## config.mk

```make
export PLATFORM = sky130hd
export DESIGN_NAME = ram_128x16_bist_flat
export DESIGN_NICKNAME = d
export VERILOG_FILES = /design/src/rtl/ram_128x16_bist_if.sv /design/src/rtl/ram_128x16_bist.sv /design/src/flat_wrapper.sv
export SDC_FILE = /design/constraint.sdc
export NUM_CORES = 1
export LEC_CHECK = 0
export ABC_AREA = 1
export BUFFER_PORTS_ARGS = -buffer_cell sky130_fd_sc_hd__buf_2
export CORE_UTILIZATION = 57
export CTS_BUF_LIST = sky130_fd_sc_hd__clkbuf_8
export DETAILED_ROUTE_END_ITERATION = 10
export PLACE_DENSITY = 0.91
export SETUP_SLACK_MARGIN = 0.2
export SKIP_LAST_GASP = 1
export SLEW_MARGIN = 20
export SYNTH_ARGS = -nofsm -noshare
export SYNTH_HDL_FRONTEND = slang
export SYNTH_SLANG_ARGS = --single-unit
```

## constraint.sdc

```tcl
create_clock -name clk -period 2.45 [get_ports clk]
set_clock_uncertainty 0.2 [all_clocks]
set_input_delay 0.3675 -clock clk [delete_from_list [all_inputs] [get_ports clk]]
set_output_delay 0.3675 -clock clk [all_outputs]
set_load 0.02 [all_outputs]
```

## src/rtl/ram_128x16_bist_if.sv

```systemverilog
// RAM-side bus between the BIST controller and the 128x16 test-wrapped RAM.
// The master drives address, data, strobes and test_mode; the slave returns read data.
interface ram_128x16_bist_if #(
  parameter int ADDR_W = 7,
  parameter int DATA_W = 16
);
  logic [ADDR_W-1:0] ram_a;
  logic [DATA_W-1:0] ram_din;
  logic              ram_wr;
  logic              ram_oe;
  logic              ram_test_mode;
  logic [DATA_W-1:0] ram_dout;

  modport master (
    output ram_a,
    output ram_din,
    output ram_wr,
    output ram_oe,
    output ram_test_mode,
    input  ram_dout
  );

  modport slave (
    input  ram_a,
    input  ram_din,
    input  ram_wr,
    input  ram_oe,
    input  ram_test_mode,
    output ram_dout
  );
endinterface

```

## src/rtl/ram_128x16_bist.sv

```systemverilog
// BIST controller for the 128x16 test-wrapped RAM: checks the test_mode bypass
// path with four patterns, then runs March C- over every word and reports
// pass/fail with the first failing address, data and march element.
module ram_128x16_bist #(
  parameter int                ADDR_W  = 7,
  parameter int                DATA_W  = 16,
  parameter int                RD_LAT  = 1,
  parameter logic [DATA_W-1:0] DATA_BG = 16'h0000
) (
  input  logic              clk,
  input  logic              rst_n,
  input  logic              start,
  output logic              busy,
  output logic              done,
  output logic              pass,
  output logic [ADDR_W-1:0] fail_addr,
  output logic [DATA_W-1:0] fail_data,
  output logic [2:0]        fail_elem,
  ram_128x16_bist_if.master ram
);

  localparam logic [2:0] S_IDLE  = 3'd0;
  localparam logic [2:0] S_BYP   = 3'd1;
  localparam logic [2:0] S_RD    = 3'd2;
  localparam logic [2:0] S_RWAIT = 3'd3;
  localparam logic [2:0] S_WR    = 3'd4;
  localparam logic [2:0] S_DONE  = 3'd5;

  localparam logic [1:0]        LAT    = 2'(RD_LAT);
  localparam logic [ADDR_W-1:0] A_LAST = '1;
  localparam logic [2:0]        E_DOWN = 3'd3;
  localparam logic [2:0]        E_LAST = 3'd5;

  logic [2:0] state;
  logic [2:0] elem;
  logic [1:0] wcnt;
  logic [1:0] pat;

  logic              cmp_now;
  logic              miscompare;
  logic              elem_up;
  logic              addr_last;
  logic              step_done;
  logic [ADDR_W-1:0] addr_step;
  logic [2:0]        elem_next;

  function automatic logic [DATA_W-1:0] byp_pat(input logic [1:0] p);
    case (p)
      2'd0:    return '0;
      2'd1:    return '1;
      2'd2:    return {(DATA_W/2){2'b10}};
      default: return {(DATA_W/2){2'b01}};
    endcase
  endfunction

  // Value expected on a read in element e (M2/M4 read the inverted background)
  function automatic logic [DATA_W-1:0] rd_val(input logic [2:0] e);
    return (e == 3'd2 || e == 3'd4) ? ~DATA_BG : DATA_BG;
  endfunction

  // Value written in element e (M1/M3 write the inverted background)
  function automatic logic [DATA_W-1:0] wr_val(input logic [2:0] e);
    return (e == 3'd1 || e == 3'd3) ? ~DATA_BG : DATA_BG;
  endfunction

  // Compare point, address stepping and end-of-address detection
  always_comb begin
    cmp_now    = ((state == S_BYP) || (state == S_RWAIT)) && (wcnt == LAT);
    miscompare = cmp_now && (ram.ram_dout != ram.ram_din);
    elem_up    = (elem < E_DOWN);
    addr_last  = elem_up ? (ram.ram_a == A_LAST) : (ram.ram_a == '0);
    addr_step  = elem_up ? ram.ram_a + 1'b1 : ram.ram_a - 1'b1;
    elem_next  = elem + 3'd1;
    // An address is finished after its write, or after its read in M5
    step_done  = (state == S_WR) ||
                 ((state == S_RWAIT) && (wcnt == LAT) && (elem == E_LAST) && !miscompare);
  end

  // Sequencer: state, registered RAM pins and result registers
  always_ff @(posedge clk or negedge rst_n) begin
    if (!rst_n) begin
      state             <= S_IDLE;
      elem              <= '0;
      wcnt              <= '0;
      pat               <= '0;
      busy              <= 1'b0;
      done              <= 1'b0;
      pass              <= 1'b0;
      fail_addr         <= '0;
      fail_data         <= '0;
      fail_elem         <= '0;
      ram.ram_a         <= '0;
      ram.ram_din       <= '0;
      ram.ram_wr        <= 1'b0;
      ram.ram_oe        <= 1'b0;
      ram.ram_test_mode <= 1'b0;
    end else begin
      ram.ram_wr <= 1'b0;
      ram.ram_oe <= 1'b0;
      if (miscompare) begin
        fail_addr         <= ram.ram_a;
        fail_data         <= ram.ram_dout;
        fail_elem         <= (state == S_BYP) ? 3'd0 : elem;
        pass              <= 1'b0;
        busy              <= 1'b0;
        done              <= 1'b1;
        ram.ram_test_mode <= 1'b0;
        state             <= S_DONE;
      end else if (step_done) begin
        if (!addr_last) begin
          ram.ram_a <= addr_step;
          if (elem == 3'd0) begin
            ram.ram_din <= DATA_BG;
            ram.ram_wr  <= 1'b1;
            state       <= S_WR;
          end else begin
            ram.ram_din <= rd_val(elem);
            ram.ram_oe  <= 1'b1;
            state       <= S_RD;
          end
        end else if (elem == E_LAST) begin
          pass  <= 1'b1;
          busy  <= 1'b0;
          done  <= 1'b1;
          state <= S_DONE;
        end else begin
          // Every element after M0 opens with a read at its starting address
          elem        <= elem_next;
          ram.ram_a   <= (elem_next < E_DOWN) ? '0 : A_LAST;
          ram.ram_din <= rd_val(elem_next);
          ram.ram_oe  <= 1'b1;
          state       <= S_RD;
        end
      end else begin
        case (state)
          S_IDLE, S_DONE: begin
            if (start) begin
              busy              <= 1'b1;
              done              <= 1'b0;
              pass              <= 1'b0;
              fail_addr         <= '0;
              fail_data         <= '0;
              fail_elem         <= '0;
              ram.ram_a         <= '0;
              ram.ram_din       <= byp_pat(2'd0);
              ram.ram_test_mode <= 1'b1;
              pat               <= '0;
              wcnt              <= '0;
              state             <= S_BYP;
            end
          end
          S_BYP: begin
            if (wcnt != LAT) begin
              wcnt <= wcnt + 2'd1;
            end else if (pat == 2'd3) begin
              ram.ram_test_mode <= 1'b0;
              elem              <= '0;
              ram.ram_a         <= '0;
              ram.ram_din       <= DATA_BG;
              ram.ram_wr        <= 1'b1;
              state             <= S_WR;
            end else begin
              pat         <= pat + 2'd1;
              ram.ram_din <= byp_pat(pat + 2'd1);
              wcnt        <= '0;
            end
          end
          S_RD: begin
            wcnt  <= 2'd1;
            state <= S_RWAIT;
          end
          S_RWAIT: begin
            if (wcnt != LAT) begin
              wcnt <= wcnt + 2'd1;
            end else begin
              ram.ram_din <= wr_val(elem);
              ram.ram_wr  <= 1'b1;
              state       <= S_WR;
            end
          end
          default: state <= S_IDLE;
        endcase
      end
    end
  end

endmodule
```

## src/flat_wrapper.sv

```systemverilog
// flat-port wrapper written by rule: the top's interface ports become plain ports
module ram_128x16_bist_flat 
#(
  parameter int                ADDR_W  = 7,
  parameter int                DATA_W  = 16,
  parameter int                RD_LAT  = 1,
  parameter logic [DATA_W-1:0] DATA_BG = 16'h0000
)
  (clk, rst_n, start, busy, done, pass, fail_addr, fail_data, fail_elem, ram_ram_a, ram_ram_din, ram_ram_wr, ram_ram_oe, ram_ram_test_mode, ram_ram_dout);
  ram_128x16_bist_if #(.ADDR_W(ADDR_W), .DATA_W(DATA_W)) ram_i ();
  input  logic clk;
  input  logic rst_n;
  input  logic start;
  output logic busy;
  output logic done;
  output logic pass;
  output logic [ADDR_W-1:0] fail_addr;
  output logic [DATA_W-1:0] fail_data;
  output logic [2:0] fail_elem;
  output wire logic [$bits(ram_i.ram_a)-1:0] ram_ram_a;
  output wire logic [$bits(ram_i.ram_din)-1:0] ram_ram_din;
  output wire logic [$bits(ram_i.ram_wr)-1:0] ram_ram_wr;
  output wire logic [$bits(ram_i.ram_oe)-1:0] ram_ram_oe;
  output wire logic [$bits(ram_i.ram_test_mode)-1:0] ram_ram_test_mode;
  input wire logic [$bits(ram_i.ram_dout)-1:0] ram_ram_dout;
  assign ram_ram_a = ram_i.ram_a;
  assign ram_ram_din = ram_i.ram_din;
  assign ram_ram_wr = ram_i.ram_wr;
  assign ram_ram_oe = ram_i.ram_oe;
  assign ram_ram_test_mode = ram_i.ram_test_mode;
  assign ram_i.ram_dout = ram_ram_dout;
  ram_128x16_bist #(.ADDR_W(ADDR_W), .DATA_W(DATA_W), .RD_LAT(RD_LAT), .DATA_BG(DATA_BG)) u_core (.clk(clk), .rst_n(rst_n), .start(start), .busy(busy), .done(done), .pass(pass), .fail_addr(fail_addr), .fail_data(fail_data), .fail_elem(fail_elem), .ram(ram_i));
endmodule
```

==> metrics, run 1 <==
status finished, final reports clean; R2R Setup Slk between 0.2 and 0.3 ns; Reg-to-Reg End u_core.ram.ram_a[6]; global-route wire length before repair 13.5 mm; yosys warns 0; worst hold endpoint u_core.fail_data[11]; Yosys reg bits 51; clock sink count slightly above 50; most frequent cell after synthesis nand2_1; Fin. Hold Viols 0; Peak VDD IR about 660 uV; r2r startpoint u_core.elem[2]; total wire length 8.30 mm; Die Span Y 79.2 um; largest net degree at the start of global routing 30; Synth area leaders dfrtp_1 (38%), nand2_1 (16%), nand3_1 (11%), ha_1 (5.9%), inv_1 (4.9%); R2R depth 12; ANT cells 0; Clock Latency Late Sink 0.30 ns; endpoint required time on the critical path 2.49 ns; net switching power figure 3.06 mW; Synth Cell Area roughly 3400 um2; DPL Wire Length between 5 and 6 mm; Remaining DRCs 0; fin util 70.2%; crit end category register; starting density of the core 60.5%; Fin Setup TNS 0 ns; final period utilization 89.6%; prevailing post-synth register cell dfrtp_1; Area Growth Syn to Fin 16.0%; Final Max Slew Viols 0; Seq pwr share 25.5%; Crit Path Class register to register; TritonCTS clock tree done; routed len/inst 13.8 um; PwrDens 1470 nW/um2; share of cells above drive strength 1 24.6%; vias in the first global route 3104; Critical Path AT 2.24 ns; RSZ-0062 raised after global routing true; full die area 6270 um2; initial antenna violation count 0; Rel. slew slack 57.9%; Final ANT Viol Nets 0; CP max FO 7; global-route usage over all layers approximately 27%; Post-synth ARST share 100%; die width 79.2 um; Unique masters post-synth 33; Hold Path Cell Cnt 3; depth of the CTS H-tree 2; IO buf count 73; Hold Path Class input pin to register; Final Setup Violations 0; vias per inst 5.51; Seq/Total Area, Yosys 37.6%; switch share 52.9%; Yosys top cell area share 37.6%; hold path start ram_ram_dout[11]; FMAX 455 MHz; Slew @ Worst Pin about 0.63 ns; Final GP Congestion 0.921; Vias 3304; Placeable Area 5610 um2; Max Cap Violations 0; Worst-path clk slew around 0.1 ns; clock buffer count from CTS 5; maximum buffer depth of the clock tree 2; Int Power roughly 2.7 mW; NumNets Final roughly 560; CTS root buf clkbuf_8; syn nets 499; boundary pin count 74; min Tclk post-route roughly 2.2 ns; Post-synth EDFFs 0; CP Launch Type register; Post-Syn Area per Cell 7.33 um2; gr ovfl total 0; combinational fraction of design power 64.5%; # rows 27; Mapped Cells 463; Clk pwr share roughly 10%; Starting DRT DRC Count 220; cell taking the most area after synthesis dfrtp_1; total leakage power between 2 and 2.5 nW; synth cell count leaders nand2_1 (148), nand3_1 (72), dfrtp_1 (51); DRT Pass-1 Iters 5
how the worst max path moves through the flow:
| stage | cells past startpoint | endpoint | slack (ns) | startpoint |
|---|---|---|---|---|
| after global routing | 12 | u_core.ram.ram_a[6] | 0.14 | u_core.elem[2] |
| final | 12 | u_core.ram.ram_a[6] | 0.25 | u_core.elem[2] |
| after detailed placement | 10 | u_core.fail_data[15] | 0.16 | ram_ram_dout[0] |
| after floorplan | 11 | u_core.ram.ram_a[4] | 0.51 | u_core.ram.ram_a[0] |
| after CTS | 10 | u_core.ram.ram_a[6] | 0.21 | u_core.ram.ram_din[14] |
| after global placement | 10 | u_core.fail_addr[1] | 0.25 | ram_ram_dout[0] |
power by group through the flow:
stage / Clock (mW) / Sequential, mW / Combinational [mW]
after floorplan: 0 / 1.72 / 2.51
after global placement: 0 / 1.45 / 3.44
after detailed placement: 0 / 1.47 / 3.54
after CTS: 0.584 / 1.46 / 3.64
after global routing: 0.621 / 1.52 / 4.16
final: 0.578 / 1.48 / 3.74
repair_timing:
| action | in CTS | in global routing |
|---|---|---|
| pin swaps | 0 | 2 |
| setup buffers | 0 | 6 |
| gates resized for setup | 5 | 11 |
| hold buffers | 1 | 0 |
| gates cloned | 0 | 0 |
| setup endpoints to repair | 32 | 38 |
| endpoints found under the hold margin | 26 | 0 |
per-layer routing:
metal  GRT usage (%)  part of all wire [%]
met5               0                     0
met4            9.45                   2.8
met3            4.37                   5.6
met2            47.2                    49
met1            33.8                    42
logic make-up after synthesis:
kind of cell	synth area share, %
simple gates	38.7
buf+inv	11.1
flops	37.6
compound gates	5.31
fa+ha+maj	6.49
xor+xnor	0.516
mux	0.332
registers in the layout, summed over array words and instances, names as in the netlist:
signal	count
u_core.ram.ram_din	2
u_core.ram.ram_a	7
u_core.elem	3
u_core.pass	1
u_core.busy	1
u_core.pat	2
u_core.ram.ram_wr	1
u_core.wcnt	2
u_core.fail_elem	3
u_core.state	3
u_core.ram.ram_oe	1
u_core.fail_data	16
u_core.ram.ram_test_mode	1
u_core.fail_addr	7
u_core.done	1
critical path: stages, from the launching register on:
cell	delay [ns]
dfrtp_2	0.47
inv_4	0.11
nand2_4	0.11
ha_1	0.35
nand2_1	0.09
inv_1	0.05
a21oi_1	0.21
nand3_1	0.09
nand3_1	0.09
nand2_1	0.06
nor2_1	0.12
nand3_1	0.11
nand2_1	0.08
stage by stage:
| step | area (um2) | cells | power [mW] | setup slack (ns) | hold WS (ns) |
|---|---|---|---|---|---|
| detailed placement | 3700 | 586 | 5.01 | 0.155 | 0.223 |
| finish | 3940 | 600 | 5.79 | 0.254 | 0.121 |
| CTS | 3860 | 594 | 5.68 | 0.211 | 0.117 |
| global placement | 3700 | 586 | 4.89 | 0.255 | 0.206 |
| floorplan | 3390 | 463 | 4.23 | 0.506 | -0.128 |
| global route | 3940 | 600 | 6.29 | 0.138 | 0.129 |
cell usage in the layout (no fill, tap or decap), types with 2 or more instances in the layout:
| cell | instances |
|---|---|
| clkbuf_8 | 5 |
| nor2_1 | 25 |
| nand4_1 | 2 |
| nand3_4 | 2 |
| nor2_4 | 4 |
| xor2_1 | 2 |
| nand2_1 | 146 |
| nor2_2 | 5 |
| buf_4 | 8 |
| o21ai_1 | 4 |
| a21oi_1 | 13 |
| nand3_1 | 72 |
| o21ai_0 | 12 |
| ha_1 | 14 |
| o22ai_1 | 2 |
| inv_2 | 4 |
| dfrtp_2 | 4 |
| nand2_4 | 6 |
| nand3_2 | 2 |
| nand3b_1 | 4 |
| nand2_2 | 5 |
| ha_4 | 2 |
| or2_1 | 2 |
| dfrtp_1 | 47 |
| nor3_1 | 5 |
| buf_2 | 73 |
| inv_1 | 44 |
area by class of cell:
cell class | instances | area (um2)
multi-input cells | 337 | 1810
fillers | 413 | 1670
flip-flops and latches | 51 | 1280
repair buffers | 84 | 467
inverters | 49 | 186
well taps | 72 | 90.1
clock buffers | 5 | 68.8
clock inverters | 2 | 37.5
Power figures use the tool's default switching activity.
==> run 2: changes to the inputs <==
--- a/config.mk
+++ b/config.mk
@@ -7,10 +7,12 @@
 export LEC_CHECK = 0
 export ABC_AREA = 1
 export BUFFER_PORTS_ARGS = -buffer_cell sky130_fd_sc_hd__buf_2
-export CORE_UTILIZATION = 57
+export CELL_PAD_IN_SITES_DETAIL_PLACEMENT = 1
+export CELL_PAD_IN_SITES_GLOBAL_PLACEMENT = 1
+export CORE_UTILIZATION = 40
 export CTS_BUF_LIST = sky130_fd_sc_hd__clkbuf_8
 export DETAILED_ROUTE_END_ITERATION = 10
-export PLACE_DENSITY = 0.91
+export PLACE_DENSITY = 0.9
 export SETUP_SLACK_MARGIN = 0.2
 export SKIP_LAST_GASP = 1
 export SLEW_MARGIN = 20
==> constraint.sdc (replaced) <==
create_clock -name clk -period 2.45 [get_ports clk]
set_clock_uncertainty 0.2 [all_clocks]
set_input_delay 0.245 -clock clk [delete_from_list [all_inputs] [get_ports clk]]
set_output_delay 0.245 -clock clk [all_outputs]
set_load 0.02 [all_outputs]
==> run 2 against run 1 <==
  * The flow now finishes with violations (hold timing)
  * Cell count is 7.2% higher
  * Sequential share of layout area is 1.4 points lower
  * Critical path depth is 1 higher
  * Largest power group unchanged
  * Critical endpoint unchanged
  * Global-route usage is 2.9 points lower
==> metrics, run 2 (same netlist as run 1, synthesis figures left out) <==
status finished with violations (was finished, final reports clean); failing checks hold timing; routed len/inst 18.0 um (was 13.8 um); Hold Path Class input pin to register (unchanged); crit end category register (unchanged); total leakage power 2.38 nW (was 2.34 nW); largest reg by FF count u_core.fail_data (unchanged); FMAX 430 MHz (was 455 MHz); DRT Pass-1 Iters 4 (was 5); endpoint required time on the critical path 2.52 ns (was 2.49 ns); gr ovfl total 0 (unchanged); full die area 8860 um2 (was 6270 um2); depth of the CTS H-tree 2 (unchanged); Vias 3462 (was 3304); largest net degree at the start of global routing 30 (unchanged); starting density of the core 41.3% (was 60.5%); global-route usage over all layers 24.2% (was 27.1%); min Tclk post-route 2.33 ns (was 2.20 ns); Fillers 1058 (was 413); fin util 50.2% (was 70.2%); Final GP Congestion 0.866 (was 0.921); Die Span Y 94.1 um (was 79.2 um); Final Max Slew Viols 0 (unchanged); CP max FO 7 (unchanged); PwrDens 1540 nW/um2 (was 1470 nW/um2); Area Growth Syn to Fin 21.5% (was 16.0%); Fin. Hold Viols 3 (was 0); boundary pin count 74 (unchanged); Crit Path Class register to register (unchanged); RSZ-0062 raised after global routing true (unchanged); Remaining DRCs 0 (unchanged); clock buffer count from CTS 5 (unchanged); Rel. slew slack 62.1% (was 57.9%); most common cell after layout, fill and taps aside nand2_1 (unchanged); share of cells above drive strength 1 25.1% (was 24.6%); R2R Setup Slk 0.12 ns (was 0.25 ns); initial antenna violation count 0 (unchanged); Min Hold Slack -0.00289 ns (was 0.121 ns); Fin Setup TNS 0 ns (unchanged); CTS root buf clkbuf_8 (unchanged); final period utilization 94.9% (was 89.6%); clock sink count 51 (unchanged); Sequential Area 1280 um2 (about the same); maximum buffer depth of the clock tree 2 (unchanged); Critical Path AT 2.39 ns (was 2.24 ns); IO buf count 73 (unchanged); vias in the first global route 3514 (was 3104); # rows 33 (was 27); DPL Wire Length 7.28 mm (was 5.94 mm); Slew @ Worst Pin 0.568 ns (was 0.632 ns); Max Cap Violations 0 (unchanged); Final ANT Viol Nets 0 (unchanged); Total Power 6.35 mW (was 5.79 mW); Worst-path clk slew 0.10 ns (about the same); Placeable Area 8220 um2 (was 5610 um2); global-route wire length before repair 16.6 mm (was 13.5 mm); TritonCTS clock tree done (unchanged); NumNets Final 573 (was 564); vias per inst 5.38 (was 5.51); max FFs per register 16 (unchanged); total wire length 11.6 mm (was 8.30 mm); commonest non-fill, non-tap cells in the layout nand2_1 (145), buf_2 (73), nand3_1 (72) (was nand2_1 (146), buf_2 (73), nand3_1 (72)); Multi-input gate area 1850 um2 (was 1810 um2); CP Launch Type register (unchanged); Peak VDD IR 426 uV (was 664 uV); Clock Latency Late Sink 0.32 ns (was 0.30 ns); die width 94.1 um (was 79.2 um); top flop regs u_core.fail_data x16, u_core.fail_addr x7, u_core.ram.ram_a x7 (unchanged); Starting DRT DRC Count 200 (was 220); ANT cells 0 (unchanged); Final Setup Violations 0 (unchanged)
## run 2: power breakdown
group | total, mW | leakage (nW) | internal (mW) | switching, mW
registers | 1.50 | 0.671 | 1.16 | 0.331
clock network | 0.727 | 0.0644 | 0.408 | 0.320
logic | 4.13 | 1.65 | 1.33 | 2.80
total | 6.35 | 2.38 | 2.91 | 3.45
## run 2: final cells by class
type | instances | area share, %
clock inverter | 3 | 1.64
sequential | 51 | 31.1
multi-input combinational | 337 | 44.8
tap | 105 | 3.19
inverter | 49 | 4.46
timing repair buffer | 93 | 13.2
clock buffer | 5 | 1.67
## run 2: critical path: stages (launching register included)
cell and delay, ns:
dfrtp_2 0.44, nand2_2 0.12, nand2_8 0.15, inv_1 0.07, fa_1 0.41, inv_1 0.11
nand3_1 0.11, nand2_1 0.10, nand2_1 0.06, nand3_1 0.08, nand2_1 0.07, nor2_1 0.16
nand3_1 0.10, nand2_1 0.07
## run 2: worst paths after layout
check | startpoint | cells after the start | end
worst max-delay path | u_core.elem[0] | 13 | u_core.ram.ram_a[6]
worst min register to register | u_core.ram.ram_test_mode | 2 | u_core.ram.ram_test_mode
min in group asynchronous | rst_n | 2 | u_core.fail_data[12]
max in group asynchronous | rst_n | 3 | u_core.ram.ram_a[0]
worst max register to register | u_core.elem[0] | 13 | u_core.ram.ram_a[6]
worst min-delay path | ram_ram_dout[5] | 3 | u_core.fail_data[5]
## run 2: through the flow
stage | hold WS (ns) | setup slack, ns | cell area (um2) | cells
3_5_place_dp | 0.0461 | 0.136 | 3740 | 621
3_3_place_gp | 0.0450 | 0.251 | 3740 | 621
2_1_floorplan | -0.251 | 0.506 | 3390 | 463
6_report | -0.00289 | 0.124 | 4120 | 643
5_1_grt | 0.00756 | 0.0574 | 4120 | 643
4_1_cts | 0.0000229 | 0.204 | 3990 | 638
## run 2: timing repair
action                                  CTS  global route
buffers inserted                          0             5
pin swaps                                 0             3
endpoints found under the setup margin   33            37
resized for setup                         3            18
endpoints found under the hold margin    26             0
hold buffers                              9             0
gates cloned                              0             0
## run 2: per-layer routing
layer	up-vias	routed length [um]	global-route usage, %
met5	-	0	0
met4	0	309	8.97
met3	30	487	3.80
met2	121	6100	46.0
met1	1694	4700	26.8
li1	1617	-	-
==> run 3: changes to the inputs <==
--- a/config.mk
+++ b/config.mk
@@ -6,7 +6,7 @@
 export NUM_CORES = 1
 export LEC_CHECK = 0
 export ABC_AREA = 1
-export BUFFER_PORTS_ARGS = -buffer_cell sky130_fd_sc_hd__buf_2
+export BUFFER_PORTS_ARGS = -buffer_cell sky130_fd_sc_hd__buf_4
 export CELL_PAD_IN_SITES_DETAIL_PLACEMENT = 1
 export CELL_PAD_IN_SITES_GLOBAL_PLACEMENT = 1
 export CORE_UTILIZATION = 40
==> run 3 against run 2 <==
  * The run still ends with hold timing left
  * First-iteration DRC count is 18% lower
  * Clock power about the same
  * Cell count rose by 2.3%
  * Sequential share of layout area fell by 2.3 points
  * Final area is 7.7% higher
  * Combinational power grew 11%
  * Routed wire length rose by 11%
  * Critical path depth did not move
  * Core utilization rose by 3.9 points
  * Non-clock buffer count grew 13
  * Via count rose by 4.4%
  * Largest cell class unchanged
  * Highest routed layer unchanged
==> metrics, run 3 (same netlist as run 1, synthesis figures left out) <==
min Tclk post-route 2.30 ns (was 2.33 ns); failing checks hold timing (unchanged); met3 Resource Use GR 3.56% (was 3.80%); DPL Wire Length 7.25 mm (was 7.28 mm); Final GP Congestion 0.816 (was 0.866); depth of the CTS H-tree 2 (unchanged); Starting DRT DRC Count 164 (was 200); most common cell after layout, fill and taps aside nand2_1 (unchanged); Fin Setup TNS 0 ns (unchanged); PwrDens 1530 nW/um2 (was 1540 nW/um2); fin util 54.1% (was 50.2%); grt met1 use 28.5% (was 26.8%); commonest non-fill, non-tap cells in the layout nand2_1 (144), buf_4 (92), nand3_1 (71) (was nand2_1 (145), buf_2 (73), nand3_1 (72)); top flop regs u_core.fail_data x16, u_core.fail_addr x7, u_core.ram.ram_a x7 (unchanged); Max Cap Violations 0 (unchanged); Hold Path Class input pin to register (unchanged); Remaining DRCs 0 (unchanged); Critical Path AT 2.34 ns (was 2.39 ns); Die Span Y 94.1 um (unchanged); share of cells above drive strength 1 27.8% (was 25.1%); global-route wire length before repair 16.8 mm (was 16.6 mm); ANT cells 0 (unchanged); max FFs per register 16 (unchanged); status finished with violations (unchanged); Fin. Hold Viols 1 (was 3); endpoint required time on the critical path 2.49 ns (was 2.52 ns); CTS root buf clkbuf_8 (unchanged); Inst Count DP 619 (was 621); CP max FO 7 (unchanged); largest reg by FF count u_core.fail_data (unchanged); clock sink count 51 (unchanged); final period utilization 93.9% (was 94.9%); Final Setup Violations 0 (unchanged); fin area 4440 um2 (was 4120 um2); Final Max Slew Viols 0 (unchanged); dpl ws 0.145 ns (was 0.136 ns); full die area 8860 um2 (unchanged); die width 94.1 um (unchanged); NumNets Final 588 (was 573); crit end category register (unchanged); Peak VDD IR 537 uV (was 426 uV); IO buf count 73 (unchanged); # rows 33 (unchanged); TritonCTS clock tree done (unchanged); largest net degree at the start of global routing 52 (was 30); Cell Count, Final, Fillers Out 658 (was 643); starting density of the core 41.3% (unchanged); FMAX 435 MHz (was 430 MHz); Min Hold Slack -0.00418 ns (was -0.00289 ns); met2 Use GR 44.8% (was 46.0%); boundary pin count 74 (unchanged); vias per inst 5.49 (was 5.38); CP Launch Type register (unchanged); global-route usage over all layers 24.4% (was 24.2%); clock buffer count from CTS 5 (unchanged); Rel. slew slack 54.8% (was 62.1%); RSZ-0062 raised after global routing true (unchanged); Final ANT Viol Nets 0 (unchanged); routed len/inst 19.6 um (was 18.0 um); most used routing layer met2 (unchanged); gr ovfl total 0 (unchanged); total wire length 12.9 mm (was 11.6 mm); DRT Pass-1 Iters 4 (unchanged); vias in the first global route 3500 (was 3514); Clock Latency Late Sink 0.32 ns (about the same); Worst-path clk slew 0.10 ns (about the same); placed instance area 3910 um2 (was 3740 um2); fin worst setup slack 0.150 ns (was 0.124 ns); total leakage power 2.46 nW (was 2.38 nW); maximum buffer depth of the clock tree 2 (unchanged); Crit Path Class register to register (unchanged); Vias 3614 (was 3462); Area Growth Syn to Fin 30.9% (was 21.5%); Slew @ Worst Pin 0.679 ns (was 0.568 ns); initial antenna violation count 0 (unchanged); Placeable Area 8220 um2 (unchanged)
[run 3: final cells by class]
cell class	instances	area [um2]
Inverter	49	186
Clock inverter	3	67.6
Timing Repair Buffer	106	833
Multi-Input combinational cell	339	1870
Sequential cell	51	1280
Tap cell	105	131
Clock buffer	5	68.8
Fill cell	1018	3770
[run 3: routing by layer]
layer	vias to the layer above	wire, um
met5	-	0
met4	0	555
met3	48	658
met2	146	6790
met1	1776	4910
li1	1644	-
[run 3: critical path, stage by stage (launching register included)]
cell and delay [ns]:
dfrtp_1 0.45, nand2_2 0.10, nand2_4 0.17, inv_2 0.06, fa_2 0.39, inv_2 0.11
nand3_1 0.11, nand2_1 0.09, nand2_1 0.05, nand3_1 0.07, nand2_1 0.07, nor2_1 0.13
nand3_1 0.11, nand2_1 0.11
[run 3: stage by stage]
| stage | power (mW) | hold WS (ns) |
|---|---|---|
| floorplan | 4.23 | -0.251 |
| global placement | 5.20 | 0.117 |
| detailed placement | 5.37 | 0.129 |
| CTS | 6.24 | 0.00260 |
| global route | 7.20 | 0.00535 |
| finish | 6.82 | -0.00418 |
[run 3: path summary, 6_finish.rpt]
kind	from	endpoint	cells after the start	slack, ns
max in group asynchronous	rst_n	u_core.elem[0]	2	1.25
min in group asynchronous	rst_n	u_core.fail_data[7]	2	0.31
worst min register to register	u_core.ram.ram_test_mode	u_core.ram.ram_test_mode	2	0.29
worst min-delay path	ram_ram_dout[13]	u_core.fail_data[13]	3	-0.004
worst max-delay path	u_core.elem[1]	u_core.ram.ram_a[6]	13	0.15
worst max register to register	u_core.elem[1]	u_core.ram.ram_a[6]	13	0.15
[run 3: timing repair]
action,4_1_cts,5_1_grt
endpoints found under the setup margin,33,43
pin swaps,0,9
hold endpoints to repair,62,0
cloned,0,2
buffers inserted,0,17
hold buffers,12,0
resized for setup,10,18
[run 3: power by group]
part / internal (mW) / switching, mW
Sequential: 1.16 / 0.359
Combinational: 1.61 / 2.95
Clock: 0.408 / 0.321
Total: 3.19 / 3.63
